`config.mk`:
```
export PLATFORM = sky130hd
export DESIGN_NAME = snoop_bus_arbiter_flat
export DESIGN_NICKNAME = d
export VERILOG_FILES = /design/src/rtl/snoop_bus_arbiter_if.sv /design/src/rtl/snoop_bus_arbiter.sv /design/src/flat_wrapper.sv
export SDC_FILE = /design/constraint.sdc
export NUM_CORES = 1
export LEC_CHECK = 0
export CORE_MARGIN = 4
export CORE_UTILIZATION = 25
export CTS_BUF_LIST = sky130_fd_sc_hd__clkbuf_2 sky130_fd_sc_hd__clkbuf_4 sky130_fd_sc_hd__clkbuf_8
export CTS_CLUSTER_SIZE = 24
export DETAILED_ROUTE_END_ITERATION = 16
export GPL_TIMING_DRIVEN = 0
export PLACE_DENSITY = 0.6
export SYNTH_ARGS = -nofsm -noshare
export SYNTH_HDL_FRONTEND = slang
export SYNTH_SLANG_ARGS = --single-unit
```
`constraint.sdc`:
```
create_clock -name aclk -period 1.4 [get_ports aclk]
set_input_delay 0.21 -clock aclk [delete_from_list [all_inputs] [get_ports aclk]]
set_output_delay 0.21 -clock aclk [all_outputs]
set_load 0.02 [all_outputs]
```
`src/rtl/snoop_bus_arbiter_if.sv`:
```
// Snoop-bus signal bundle between the core regions (master) and the cluster arbiter (slave).
// Slice i of every vector belongs to core i.
interface snoop_bus_arbiter_if #(
    parameter int num_cores = 2
);
    logic [6*num_cores-1:0]  snp_own_sendM_atop;
    logic [num_cores-1:0]    snp_own_sendM_valid;
    logic [num_cores-1:0]    snp_own_sendS_valid;
    logic [32*num_cores-1:0] snp_own_send_addr;
    logic [num_cores-1:0]    snp_other_sendM_valid;
    logic [32*num_cores-1:0] snp_other_sendM_addr;
    logic [num_cores-1:0]    snp_bus_exokay;
    logic [num_cores-1:0]    snp_bus_sc_gnt;

    modport master (
        output snp_own_sendM_atop,
        output snp_own_sendM_valid,
        output snp_own_sendS_valid,
        output snp_own_send_addr,
        input  snp_other_sendM_valid,
        input  snp_other_sendM_addr,
        input  snp_bus_exokay,
        input  snp_bus_sc_gnt
    );

    modport slave (
        input  snp_own_sendM_atop,
        input  snp_own_sendM_valid,
        input  snp_own_sendS_valid,
        input  snp_own_send_addr,
        output snp_other_sendM_valid,
        output snp_other_sendM_addr,
        output snp_bus_exokay,
        output snp_bus_sc_gnt
    );
endinterface

```
`src/rtl/snoop_bus_arbiter.sv`:
```
// Cluster snoop-bus arbiter: round-robin grant, write broadcast and LR/SC reservations.
// Define SNP_LRSC_EN to build reservation tracking; otherwise every grant returns exokay=1.
module snoop_bus_arbiter #(
    parameter int         num_cores  = 2,
    parameter logic [5:0] atop_sc    = 6'h01,
    parameter logic [5:0] atop_plain = 6'h00
) (
    input  logic                  aclk,
    input  logic                  aresetn,
    snoop_bus_arbiter_if.slave    bus
);
    localparam int IW = (num_cores > 1) ? $clog2(num_cores) : 1;

    typedef enum logic {ARB, RESP} state_t;

    state_t                  r_state, w_state_nxt;
    logic [IW-1:0]           r_rr_ptr, w_rr_nxt;
    logic [IW-1:0]           r_win, w_win_nxt;
    logic [num_cores-1:0]    r_gnt, w_gnt_nxt;
    logic [num_cores-1:0]    r_exok, w_exok_nxt;
    logic [num_cores-1:0]    r_ov, w_ov_nxt;
    logic [32*num_cores-1:0] r_oa, w_oa_nxt;

    logic [num_cores-1:0]    w_req;
    logic                    w_any;
    logic [IW-1:0]           w_win, w_lo, w_hi;
    logic                    w_found_hi;
    logic                    w_sel_m;
    logic [31:0]             w_sel_addr;
    logic [5:0]              w_sel_atop;
    logic                    w_is_sc, w_is_plain, w_is_amo;
    logic                    w_exok, w_bcast;

    assign w_req = bus.snp_own_sendM_valid | bus.snp_own_sendS_valid;
    assign w_any = |w_req;

    // Lowest requester at or above rr_ptr wins; otherwise wrap to the lowest requester overall.
    always_comb begin
        w_lo       = '0;
        w_hi       = '0;
        w_found_hi = 1'b0;
        for (int i = num_cores - 1; i >= 0; i--) begin
            if (w_req[i]) begin
                w_lo = IW'(i);
                if (i >= int'(r_rr_ptr)) begin
                    w_hi       = IW'(i);
                    w_found_hi = 1'b1;
                end
            end
        end
        w_win = w_found_hi ? w_hi : w_lo;
    end

    always_comb begin
        w_sel_m    = 1'b0;
        w_sel_addr = '0;
        w_sel_atop = '0;
        for (int i = 0; i < num_cores; i++) begin
            if (IW'(i) == w_win) begin
                w_sel_m    = bus.snp_own_sendM_valid[i];
                w_sel_addr = bus.snp_own_send_addr[32*i +: 32];
                w_sel_atop = bus.snp_own_sendM_atop[6*i +: 6];
            end
        end
    end

    assign w_is_sc    = (w_sel_atop == atop_sc);
    assign w_is_plain = (w_sel_atop == atop_plain);
    assign w_is_amo   = !w_is_sc && !w_is_plain;

`ifdef SNP_LRSC_EN
    logic [num_cores-1:0] r_res_v, w_res_v_nxt;
    logic [29:0]          r_res_a     [num_cores];
    logic [29:0]          w_res_a_nxt [num_cores];
    logic [num_cores-1:0] w_match;
    logic                 w_own_hit;

    // Reservations are updated on the same edge that latches the winner.
    always_comb begin
        w_match     = '0;
        w_own_hit   = 1'b0;
        w_res_v_nxt = r_res_v;
        w_res_a_nxt = r_res_a;
        w_exok      = 1'b0;
        w_bcast     = 1'b0;
        for (int i = 0; i < num_cores; i++) begin
            w_match[i] = r_res_v[i] && (r_res_a[i] == w_sel_addr[31:2]);
            if (IW'(i) == w_win) begin
                w_own_hit = w_match[i];
            end
        end
        if (!w_sel_m) begin
            w_exok = 1'b1;
        end else if (w_is_sc) begin
            w_exok  = w_own_hit;
            w_bcast = w_own_hit;
        end else if (w_is_plain || w_is_amo) begin
            w_bcast = 1'b1;
        end
        if (r_state == ARB && w_any) begin
            for (int j = 0; j < num_cores; j++) begin
                if (!w_sel_m) begin
                    if (IW'(j) == w_win) begin
                        w_res_v_nxt[j] = 1'b1;
                        w_res_a_nxt[j] = w_sel_addr[31:2];
                    end
                end else if (w_is_sc) begin
                    if ((w_own_hit && w_match[j]) || IW'(j) == w_win) begin
                        w_res_v_nxt[j] = 1'b0;
                    end
                end else if (w_match[j] && IW'(j) != w_win) begin
                    w_res_v_nxt[j] = 1'b0;
                end
            end
        end
    end

    always_ff @(posedge aclk or negedge aresetn) begin
        if (!aresetn) begin
            r_res_v <= '0;
            for (int i = 0; i < num_cores; i++) begin
                r_res_a[i] <= '0;
            end
        end else begin
            r_res_v <= w_res_v_nxt;
            for (int i = 0; i < num_cores; i++) begin
                r_res_a[i] <= w_res_a_nxt[i];
            end
        end
    end
`else
    always_comb begin
        w_exok  = 1'b1;
        w_bcast = w_sel_m && (w_is_sc || w_is_plain || w_is_amo);
    end
`endif

    // Outputs are computed in ARB and registered so they are high only during RESP.
    always_comb begin
        w_state_nxt = r_state;
        w_rr_nxt    = r_rr_ptr;
        w_win_nxt   = r_win;
        w_gnt_nxt   = '0;
        w_exok_nxt  = '0;
        w_ov_nxt    = '0;
        w_oa_nxt    = '0;
        case (r_state)
            ARB: begin
                if (w_any) begin
                    w_state_nxt = RESP;
                    w_win_nxt   = w_win;
                    for (int i = 0; i < num_cores; i++) begin
                        if (IW'(i) == w_win) begin
                            w_gnt_nxt[i]  = 1'b1;
                            w_exok_nxt[i] = w_exok;
                        end else if (w_bcast) begin
                            w_ov_nxt[i]          = 1'b1;
                            w_oa_nxt[32*i +: 32] = w_sel_addr;
                        end
                    end
                end
            end
            RESP: begin
                w_state_nxt = ARB;
                w_rr_nxt    = (int'(r_win) == num_cores - 1) ? '0 : r_win + 1'b1;
            end
            default: w_state_nxt = ARB;
        endcase
    end

    always_ff @(posedge aclk or negedge aresetn) begin
        if (!aresetn) begin
            r_state <= ARB;
        end else begin
            r_state <= w_state_nxt;
        end
    end

    always_ff @(posedge aclk or negedge aresetn) begin
        if (!aresetn) begin
            r_rr_ptr <= '0;
            r_win    <= '0;
            r_gnt    <= '0;
            r_exok   <= '0;
            r_ov     <= '0;
            r_oa     <= '0;
        end else begin
            r_rr_ptr <= w_rr_nxt;
            r_win    <= w_win_nxt;
            r_gnt    <= w_gnt_nxt;
            r_exok   <= w_exok_nxt;
            r_ov     <= w_ov_nxt;
            r_oa     <= w_oa_nxt;
        end
    end

    assign bus.snp_bus_sc_gnt        = r_gnt;
    assign bus.snp_bus_exokay        = r_exok;
    assign bus.snp_other_sendM_valid = r_ov;
    assign bus.snp_other_sendM_addr  = r_oa;
endmodule
```
`src/flat_wrapper.sv`:
```
// flat-port wrapper written by rule: the top's interface ports become plain ports
module snoop_bus_arbiter_flat 
#(
    parameter int         num_cores  = 2,
    parameter logic [5:0] atop_sc    = 6'h01,
    parameter logic [5:0] atop_plain = 6'h00
)
  (aclk, aresetn, bus_snp_own_sendM_atop, bus_snp_own_sendM_valid, bus_snp_own_sendS_valid, bus_snp_own_send_addr, bus_snp_other_sendM_valid, bus_snp_other_sendM_addr, bus_snp_bus_exokay, bus_snp_bus_sc_gnt);
  snoop_bus_arbiter_if #(.num_cores(num_cores)) bus_i ();
  input  logic aclk;
  input  logic aresetn;
  input wire logic [$bits(bus_i.snp_own_sendM_atop)-1:0] bus_snp_own_sendM_atop;
  input wire logic [$bits(bus_i.snp_own_sendM_valid)-1:0] bus_snp_own_sendM_valid;
  input wire logic [$bits(bus_i.snp_own_sendS_valid)-1:0] bus_snp_own_sendS_valid;
  input wire logic [$bits(bus_i.snp_own_send_addr)-1:0] bus_snp_own_send_addr;
  output wire logic [$bits(bus_i.snp_other_sendM_valid)-1:0] bus_snp_other_sendM_valid;
  output wire logic [$bits(bus_i.snp_other_sendM_addr)-1:0] bus_snp_other_sendM_addr;
  output wire logic [$bits(bus_i.snp_bus_exokay)-1:0] bus_snp_bus_exokay;
  output wire logic [$bits(bus_i.snp_bus_sc_gnt)-1:0] bus_snp_bus_sc_gnt;
  assign bus_i.snp_own_sendM_atop = bus_snp_own_sendM_atop;
  assign bus_i.snp_own_sendM_valid = bus_snp_own_sendM_valid;
  assign bus_i.snp_own_sendS_valid = bus_snp_own_sendS_valid;
  assign bus_i.snp_own_send_addr = bus_snp_own_send_addr;
  assign bus_snp_other_sendM_valid = bus_i.snp_other_sendM_valid;
  assign bus_snp_other_sendM_addr = bus_i.snp_other_sendM_addr;
  assign bus_snp_bus_exokay = bus_i.snp_bus_exokay;
  assign bus_snp_bus_sc_gnt = bus_i.snp_bus_sc_gnt;
  snoop_bus_arbiter #(.num_cores(num_cores), .atop_sc(atop_sc), .atop_plain(atop_plain)) u_core (.aclk(aclk), .aresetn(aresetn), .bus(bus_i));
endmodule
```
==> run metrics <==
Fin Hold WS 0.2105 ns; status completed; critical path's largest stage delay 0.39 ns; sequential share of the synthesized area 62.23%; Main synth FF type dfrtp_1; worst min-delay path category input port to asynchronous set/reset pin; CP arrival 1.05 ns; Clock Sink Count 71; GPL Wtd Cong 0.6258; LEAKAGE 0.002211 uW; Max-Cap Viols 0; post-layout util 41.54%; nets 403; max_slew headroom 76.60%; Post-synth top cells dfrtp_1, nor3b_2, buf_6, nor3b_1, nor2_1; post-route setup slack 0.1381 ns; crit end category primary output; Starting Density 25.88%; min cycle time layout 1.262 ns; crit-path cells dlygate4sd2_1; Syn Nets 251; CTS buffer count 9; layout cells sized above 1 30.67%; placed instance count 449; Detail Route Antenna Nets 0; vias in the first global route 2109; Die X 114.9 um; met3 GRT Util 4.421%; Clock Skew 0.01268 ns; Vias 1910; Via-to-Cell Ratio 4.099; wire per inst 15.05 um; Pwr per Cell Area 1319 nW/um^2; CTS Root Cell clkbuf_8; top cells by area, synth dfrtp_1, nor3b_2, buf_6; drt drc 0; # IOs 152; CTS tree built; synthesis-to-layout area growth 60.47%; synthesized area 2855 um^2; die height 114.9 um; final setup fails 0; startpoint types register; final hold vios 0; Place WS -0.1002 ns; pin count of the biggest net entering global routing 70; Setup CP Type register to primary output; Fmax 792.4 MHz; cell taking the most area after synthesis dfrtp_1; fin crit share 90.14%; Global Route met2 Usage 17.05%; VDD IR max 0.0005496 V; CP max-delay cell dfrtp_1; number of synthesized flops with an enable pin 0; Syn Inst Count 169; total chip power 6044 uW; Ant. Diodes 0; 1st-pass router iterations 4; core area 11030 um^2; Yosys reg bits 71; Yosys Warn Count 0; first-pass GRT wire length 11070 um; worst-path fanout max 2; Worst Path Buf+Inv 1; GR Overflow Total 0; Yosys cell types 15; DP Wirelength 4969 um; CP required 1.19 ns; antenna violations before repair 0; DIE AREA 13200 um^2; Tightest Pin Transition 0.3510 ns; max-slew violation count 0; Worst-Skew Late Latency 0.34 ns; count leader, synth dfrtp_1; Final Non-Filler Cells 466; gr usage total 10.84%; drt total wl 7012 um; top cell type's share of synthesized area 62.23%; clock buffer depth 2; delay-heaviest family, CP flip-flops; Port Buf Inserts 139; post-synthesis async set-or-reset flop share 100.0%; synthesized area per cell 16.89 um^2; num rows 38; Max H-tree Level 3; starting DRC count in detailed routing 98; RSZ-0062 raised after global routing no; GR Util met1 13.50%; Most Crowded Layer GR met2; clock-pin slew on the worst setup and hold paths 0.08 ns
## state kept, by name, indices dropped and copies added, names as in the netlist
register / count
u_core.bus.snp_other_sendM_addr: 64
u_core.bus.snp_bus_sc_gnt: 2
u_core.bus.snp_other_sendM_valid: 2
u_core.r_rr_ptr: 1
u_core.r_state: 1
u_core.r_win: 1
## final timing paths
check,startpoint,end,slack (ns),cells past startpoint
max,u_core.bus.snp_bus_sc_gnt[1],bus_snp_bus_exokay[1],0.14,1
min,aresetn,u_core.bus.snp_other_sendM_addr[8],0.21,2
max reg2reg,u_core.r_state,u_core.bus.snp_other_sendM_addr[15],0.22,5
min reg2reg,u_core.r_win,u_core.r_rr_ptr,0.45,1
max in group asynchronous,aresetn,u_core.r_state,0.66,3
min in group aclk,bus_snp_own_send_addr[1],u_core.bus.snp_other_sendM_addr[33],0.42,2
## logic make-up after synthesis
group	count (synthesis)	synth area share [%]
and+or+nand+nor	73	28.88
AOI/OAI and AO/OA	6	1.665
buffers and inverters	19	7.230
DFF	71	62.23
## layout by cell type, fill, tap and decap left out, types with 2 or more instances in the layout
cell	netlist	layout
dfrtp_1	71	71
clkdlybuf4s50_1	0	68
dlygate4sd2_1	0	68
nor3b_2	58	58
buf_6	17	17
clkbuf_8	0	12
nor3b_1	6	6
nor2_1	5	5
buf_4	2	4
clkinvlp_4	0	3
a21oi_1	2	2
## layout make-up
type,count,area [um^2]
timing repair buffer,141,1334
clock buffer,12,165.2
fill,1076,6449
sequential,71,1777
tap,140,175.2
buffer,19,206.4
multi-input combinational,79,872.1
clock inverter,4,52.55
## power by group
part | switching, uW | internal [uW]
Combinational | 1060 | 869
Clock | 788 | 969
Sequential | 69.2 | 2290
Total | 1920 | 4120
## repair_timing
item / CTS / global route
cloned: 0 / 0
resized for setup: 72 / 1
endpoints found under the setup margin: 70 / 1
setup buffers: 0 / 0
hold buffers: 1 / 0
hold endpoints to repair: 71 / 0
## stage by stage
stage / instance area (um^2) / TNS (ns)
after global routing: 4582 / 0
after detailed placement: 4447 / -3.897
after global placement: 4422 / -174.40
final: 4582 / 0
after CTS: 4587 / 0
after floorplan: 2855 / 0
## routing by layer
layer	vias up	wire length [um]
met5	-	0
met4	0	36
met3	4	637
met2	92	3389
met1	940	2949
li1	874	-
No activity file was read; power rests on OpenSTA's default activity.
